### config.mk
export PLATFORM = sky130hd
export DESIGN_NAME = iobus_uart_tx
export DESIGN_NICKNAME = d
export VERILOG_FILES = /design/src/rtl/iobus_uart_tx.sv
export SDC_FILE = /design/constraint.sdc
export NUM_CORES = 1
export LEC_CHECK = 0
export CAP_MARGIN = 20
export CORE_ASPECT_RATIO = 1.5
export CORE_MARGIN = 1.5
export CORE_UTILIZATION = 40
export CTS_BUF_LIST = sky130_fd_sc_hd__clkbuf_8
export CTS_CLUSTER_DIAMETER = 30
export DETAILED_ROUTE_END_ITERATION = 8
export GPL_TIMING_DRIVEN = 0
export PLACE_DENSITY_LB_ADDON = 0.05
export SLEW_MARGIN = 20
export SYNTH_ARGS = -nofsm -noshare
export SYNTH_HDL_FRONTEND = slang
export SYNTH_SLANG_ARGS = --single-unit
### constraint.sdc
create_clock -name CLK -period 8.45 [get_ports CLK]
set_input_delay 1.2675 -clock CLK [delete_from_list [all_inputs] [get_ports CLK]]
set_output_delay 1.2675 -clock CLK [all_outputs]
set_load 0.05 [all_outputs]
### src/rtl/iobus_uart_tx.sv
// rtl/iobus_uart_tx.sv - IOBUS-mapped 8N1 UART transmitter with byte FIFO
// Frames run back to back while the FIFO holds data; status register reports COUNT/OVERRUN/FULL/EMPTY/BUSY.
module iobus_uart_tx #(
  parameter int unsigned CLKS_PER_BIT = 868,
  parameter int unsigned FIFO_DEPTH   = 8,
  parameter logic [31:0] DATA_AD      = 32'h1110_0000,
  parameter logic [31:0] STAT_AD      = 32'h1110_0004
) (
  input  logic        CLK,
  input  logic        RST_N,
  input  logic [31:0] IOBUS_ADDR,
  input  logic [31:0] IOBUS_OUT,
  input  logic        IOBUS_WR,
  output logic [31:0] RD_DATA,
  output logic        TX,
  output logic        TX_DONE
);
  localparam int unsigned AW = $clog2(FIFO_DEPTH);
  localparam int unsigned CW = AW + 1;
  localparam logic [15:0]   BAUD_LAST  = 16'(CLKS_PER_BIT - 1);
  localparam logic [CW-1:0] COUNT_FULL = CW'(FIFO_DEPTH);

  typedef enum logic [1:0] {S_IDLE, S_START, S_DATA, S_STOP} state_t;

  state_t        state_q, state_d;
  logic [15:0]   baud_q, baud_d;
  logic [2:0]    bit_idx_q, bit_idx_d;
  logic [7:0]    shift_q, shift_d;
  logic          tx_q, tx_d;
  logic [AW-1:0] wr_ptr_q, wr_ptr_d;
  logic [AW-1:0] rd_ptr_q, rd_ptr_d;
  logic [CW-1:0] count_q, count_d;
  logic          overrun_q, overrun_d;
  logic [7:0]    mem_q [FIFO_DEPTH];

  logic push_req, stat_wr, fifo_full, fifo_empty, baud_last;
  logic pop, push, drop;
  logic unused_wdata;

  assign unused_wdata = ^IOBUS_OUT[31:8];
  assign push_req     = IOBUS_WR && (IOBUS_ADDR == DATA_AD);
  assign stat_wr      = IOBUS_WR && (IOBUS_ADDR == STAT_AD);
  assign fifo_full    = (count_q == COUNT_FULL);
  assign fifo_empty   = (count_q == '0);
  assign baud_last    = (baud_q == BAUD_LAST);

  assign TX      = tx_q;
  assign TX_DONE = (state_q == S_STOP) && baud_last;

  always_comb begin
    state_d   = state_q;
    baud_d    = baud_q;
    bit_idx_d = bit_idx_q;
    shift_d   = shift_q;
    tx_d      = tx_q;
    pop       = 1'b0;
    case (state_q)
      S_IDLE: begin
        tx_d   = 1'b1;
        baud_d = '0;
        if (!fifo_empty) begin
          pop       = 1'b1;
          shift_d   = mem_q[rd_ptr_q];
          bit_idx_d = '0;
          state_d   = S_START;
          tx_d      = 1'b0;
        end
      end
      S_START: begin
        if (baud_last) begin
          baud_d  = '0;
          state_d = S_DATA;
          tx_d    = shift_q[0];
        end else begin
          baud_d = baud_q + 16'd1;
        end
      end
      S_DATA: begin
        if (baud_last) begin
          baud_d = '0;
          if (bit_idx_q == 3'd7) begin
            bit_idx_d = '0;
            state_d   = S_STOP;
            tx_d      = 1'b1;
          end else begin
            bit_idx_d = bit_idx_q + 3'd1;
            shift_d   = shift_q >> 1;
            tx_d      = shift_q[1];
          end
        end else begin
          baud_d = baud_q + 16'd1;
        end
      end
      S_STOP: begin
        if (baud_last) begin
          baud_d = '0;
          // Chain straight into the next start bit so queued frames have no idle gap.
          if (!fifo_empty) begin
            pop       = 1'b1;
            shift_d   = mem_q[rd_ptr_q];
            bit_idx_d = '0;
            state_d   = S_START;
            tx_d      = 1'b0;
          end else begin
            state_d = S_IDLE;
            tx_d    = 1'b1;
          end
        end else begin
          baud_d = baud_q + 16'd1;
        end
      end
      default: begin
        state_d = S_IDLE;
        tx_d    = 1'b1;
      end
    endcase
  end

  // A full FIFO still accepts a byte when the transmitter pops on the same edge.
  always_comb begin
    push      = push_req && (!fifo_full || pop);
    drop      = push_req && fifo_full && !pop;
    wr_ptr_d  = push ? wr_ptr_q + AW'(1) : wr_ptr_q;
    rd_ptr_d  = pop  ? rd_ptr_q + AW'(1) : rd_ptr_q;
    count_d   = count_q;
    if (push && !pop) count_d = count_q + CW'(1);
    if (pop && !push) count_d = count_q - CW'(1);
    overrun_d = overrun_q;
    if (drop)         overrun_d = 1'b1;
    else if (stat_wr) overrun_d = 1'b0;
  end

  always_ff @(posedge CLK or negedge RST_N) begin
    if (!RST_N) begin
      state_q   <= S_IDLE;
      baud_q    <= '0;
      bit_idx_q <= '0;
      shift_q   <= '0;
      tx_q      <= 1'b1;
      wr_ptr_q  <= '0;
      rd_ptr_q  <= '0;
      count_q   <= '0;
      overrun_q <= 1'b0;
    end else begin
      state_q   <= state_d;
      baud_q    <= baud_d;
      bit_idx_q <= bit_idx_d;
      shift_q   <= shift_d;
      tx_q      <= tx_d;
      wr_ptr_q  <= wr_ptr_d;
      rd_ptr_q  <= rd_ptr_d;
      count_q   <= count_d;
      overrun_q <= overrun_d;
    end
  end

  always_ff @(posedge CLK) begin
    if (push) mem_q[wr_ptr_q] <= IOBUS_OUT[7:0];
  end

  always_comb begin
    RD_DATA = '0;
    if (IOBUS_ADDR == STAT_AD)
      RD_DATA[CW+3:0] = {count_q, overrun_q, fifo_full, fifo_empty, state_q != S_IDLE};
  end

endmodule
==> results.sh <==
export IMPL_status="completed"
export IMPL_grt_pass1_wl_mm=16.3
export IMPL_combPwrFrac_pct=8.1
export IMPL_final_nets=533
export IMPL_drv_slew=0
export IMPL_ys_warn_count=0
export IMPL_grt_start_max_net_pins=28
export IMPL_core_region_area_sq_mm=0.0121
export IMPL_end_kind="output port"
export IMPL_swShare_pct=24.7
export IMPL_dr_total_vias=2997
export IMPL_power_leakage_nw=2.33
export IMPL_maxCapViolCount=0
export IMPL_grt_remaining_overflow=0
export IMPL_cp_endpoint="RD_DATA[2]"
export IMPL_grtUsageTotal_pct=16.4
export IMPL_critPathLaunch="IOBUS_ADDR[18]"
export IMPL_rr_worst_depth=13
export IMPL_gp_congestion=0.729
export IMPL_power_switching_mw=0.233
export IMPL_crit_path_start_kind="input port"
export IMPL_hold_start="TX"
export IMPL_finalCritPeriodShare_pct=58.5
export IMPL_cp_required_ns=7.18
export IMPL_setup_slack_ns=3.51
export IMPL_placedCellCount=596
export IMPL_power_frac_seq_pct=60.2
export IMPL_drive_gt1_share_pct=19.8
export IMPL_worstMarginPinSlew_ns=0.948
export IMPL_powerDensity_mw_per_mm2=157
export IMPL_ctsRootBufferMaster="clkbuf_8"
export IMPL_die_x_um=94.4
export IMPL_cts_tree="built"
export IMPL_r2r_end="count_q[2]"
export IMPL_r2r_start="state_q[0]"
export IMPL_place_hpwl_mm=7.22
export IMPL_layoutNonFillerInstCount=612
export IMPL_start_util_pct=41.5
export IMPL_cp_cell_sequence="clkdlybuf4s50_1 -> nor4b_2 -> nand4_1 -> nor2_1 -> and2_1 -> and3_1 -> clkdlybuf4s50_1"
export IMPL_dp_slack_ns=3.50
export IMPL_synth_edff_count=64
export IMPL_first_pass_iters=4
export IMPL_critPathKind="in2out"
export IMPL_yosysSeqAreaShare_pct=58.8
export IMPL_hold_class="reg2reg"
export IMPL_synth_seq_cells=105
export IMPL_io_buffers=52
export IMPL_mostFrequentLayoutCells="edfxtp_1 (64), clkdlybuf4s50_1 (51), dfrtp_1 (40)"
export IMPL_crit_fanout=7
export IMPL_clkTransAtPathRegs_ns=0.10
export IMPL_cts_resized=0
export IMPL_fin_crit_ns=4.94
export IMPL_finalWirelength_mm=9.92
export IMPL_ys_async_sr_fraction_pct=39.0
export IMPL_cts_setup_buffers=0
export IMPL_drc=0
export IMPL_finalSetupViolCount=0
export IMPL_synth_area_sq_mm=0.00501
export IMPL_layout_commonest_cell="edfxtp_1"
export IMPL_fmax_mhz=202
export IMPL_pin_count=101
export IMPL_viasPerCell=4.90
export IMPL_cts_inserted_buffers=9
export IMPL_holdBufCountCts=0
export IMPL_fp_dieArea_sq_mm=0.0132
export IMPL_antenna_found_initial=0
export IMPL_drt_iter0_markers=80
export IMPL_crit_top_cell="clkdlybuf4s50_1"
export IMPL_reg2reg_slack_ns=5.28
export IMPL_clock_sinks=105
export IMPL_area_growth_pct=20.2
export IMPL_yosysUniqueCellTypes=60
export IMPL_wl_per_cell_um=16.2
export IMPL_internal_power_mw=0.710
export IMPL_clockBufferDepth=2
export IMPL_rows=49
export IMPL_clkPwrFrac_pct=31.7
export IMPL_ys_flop_type="edfxtp_1"
export IMPL_rsz0062_at_grt="no"
export IMPL_postSynthAreaPerCell_sq_um=13.7
export IMPL_tns_ns=0
export IMPL_die_h_um=140
export IMPL_ant_nets=0
export IMPL_antenna_cells=0
export IMPL_maxSlewHeadroom_pct=36.6
export IMPL_ir_drop_mv=0.117
export IMPL_grt_pass1_vias=3177
export IMPL_finClkSkew_ns=0.0165
export IMPL_slowest_stage="clkdlybuf4s50_1"
export IMPL_clkLatencyLatePin_ns=0.37
export IMPL_cpPeakStageDelay_ns=0.81
export IMPL_arrival_ns=3.68
export IMPL_final_hold_viol_count=0
export IMPL_cts_htree_levels=3
export IMPL_utilization_pct=49.9
export IMPL_synthCells=366
==> synth_stat cells, types with 2 or more instances <==
cell type   n  area, sq um
buf_1       2         7.51
mux4_2     16          360
nor3_2      3         30.0
nor4_1      9         56.3
buf_2       3         15.0
xnor2_1     5         43.8
a22o_1      2         17.5
xor2_1     18          158
inv_1       8         30.0
nand2b_1    4         25.0
nand3_1     9         45.0
nand2_1    19         71.3
ha_1       12          150
clkbuf_1    6         22.5
nor2_1     33          124
nor3_1      6         30.0
nand3b_1    3         22.5
o21ai_0    10         50.1
mux2i_1     8         80.1
a21oi_1     7         35.0
nand4_1     2         12.5
edfxtp_1   64         1920
or3_1       2         12.5
dfrtp_1    40         1000
buf_4      24          180
mux2_2     11          124
and3_1      7         43.8
==> sequential cells by signal, summed over array words and instances (netlist names) <==
register	count
mem_q	64
TX	1
baud_q	16
overrun_q	1
state_q	2
count_q	4
bit_idx_q	3
shift_q	8
wr_ptr_q	3
rd_ptr_q	3
==> power by group through the flow <==
stage | Clock, mW | Sequential [mW] | Combinational, mW
2_1_floorplan | 0 | 0.577 | 0.0468
3_3_place_gp | 0 | 0.579 | 0.0745
3_5_place_dp | 0 | 0.579 | 0.0768
4_1_cts | 0.309 | 0.568 | 0.0770
5_1_grt | 0.329 | 0.570 | 0.0826
6_report | 0.299 | 0.568 | 0.0763
==> worst max-delay path, delay by kind of cell <==
kind,cells,cell delay [ns]
and+or+nand+nor,5,1.18
buffers and inverters,2,1.22
==> layer usage <==
| layer | vias up | wire (um) | global-route usage, % |
|---|---|---|---|
| met1 | 1461 | 4040 | 19.2 |
| met2 | 43 | 5460 | 29.3 |
| met3 | 13 | 228 | 3.15 |
| li1 | 1480 | - | - |
| met4 | 0 | 193 | 5.89 |
| met5 | - | 0 | 0 |
==> cell type report <==
cell class                      count  area [sq um]
Clock inverter                      7          62.6
Timing Repair Buffer               54           543
Inverter                            8          30.0
Sequential cell                   105          2950
Clock buffer                        9           124
Buffer                             36           236
Tap cell                          153           191
Fill cell                        1080          6050
Multi-Input combinational cell    240          1890
==> logic make-up (layout without fill, tap and decap cells) <==
kind of cell | Yosys count | count (layout) | synth area share (%)
AND/OR/NAND/NOR | 114 | 114 | 13.0
multiplexers | 35 | 35 | 11.3
XOR/XNOR | 23 | 23 | 4.02
other | 1 | 24 | 0.0748
AO/OA/AOI/OAI | 32 | 32 | 4.49
adder cells (fa/ha/maj) | 12 | 12 | 3.00
flip-flops | 105 | 105 | 58.8
buffers and inverters | 44 | 114 | 5.32
==> stage by stage <==
| step | total power [mW] | area [sq um] | hold WS, ns |
|---|---|---|---|
| finish | 0.943 | 6020 | 0.492 |
| global placement | 0.653 | 5810 | 0.470 |
| global route | 0.982 | 6020 | 0.518 |
| CTS | 0.954 | 6020 | 0.501 |
| floorplan | 0.623 | 5100 | 0.455 |
| detailed placement | 0.656 | 5840 | 0.486 |
==> worst min path at each step <==
stage	end	slack, ns	depth (start not counted)
floorplan	baud_q[0]	0.45	1
global placement	TX	0.47	2
detailed placement	TX	0.49	2
CTS	TX	0.50	2
global route	TX	0.52	2
finish	TX	0.49	2
Note: power is estimated with default switching activity, not from simulation.
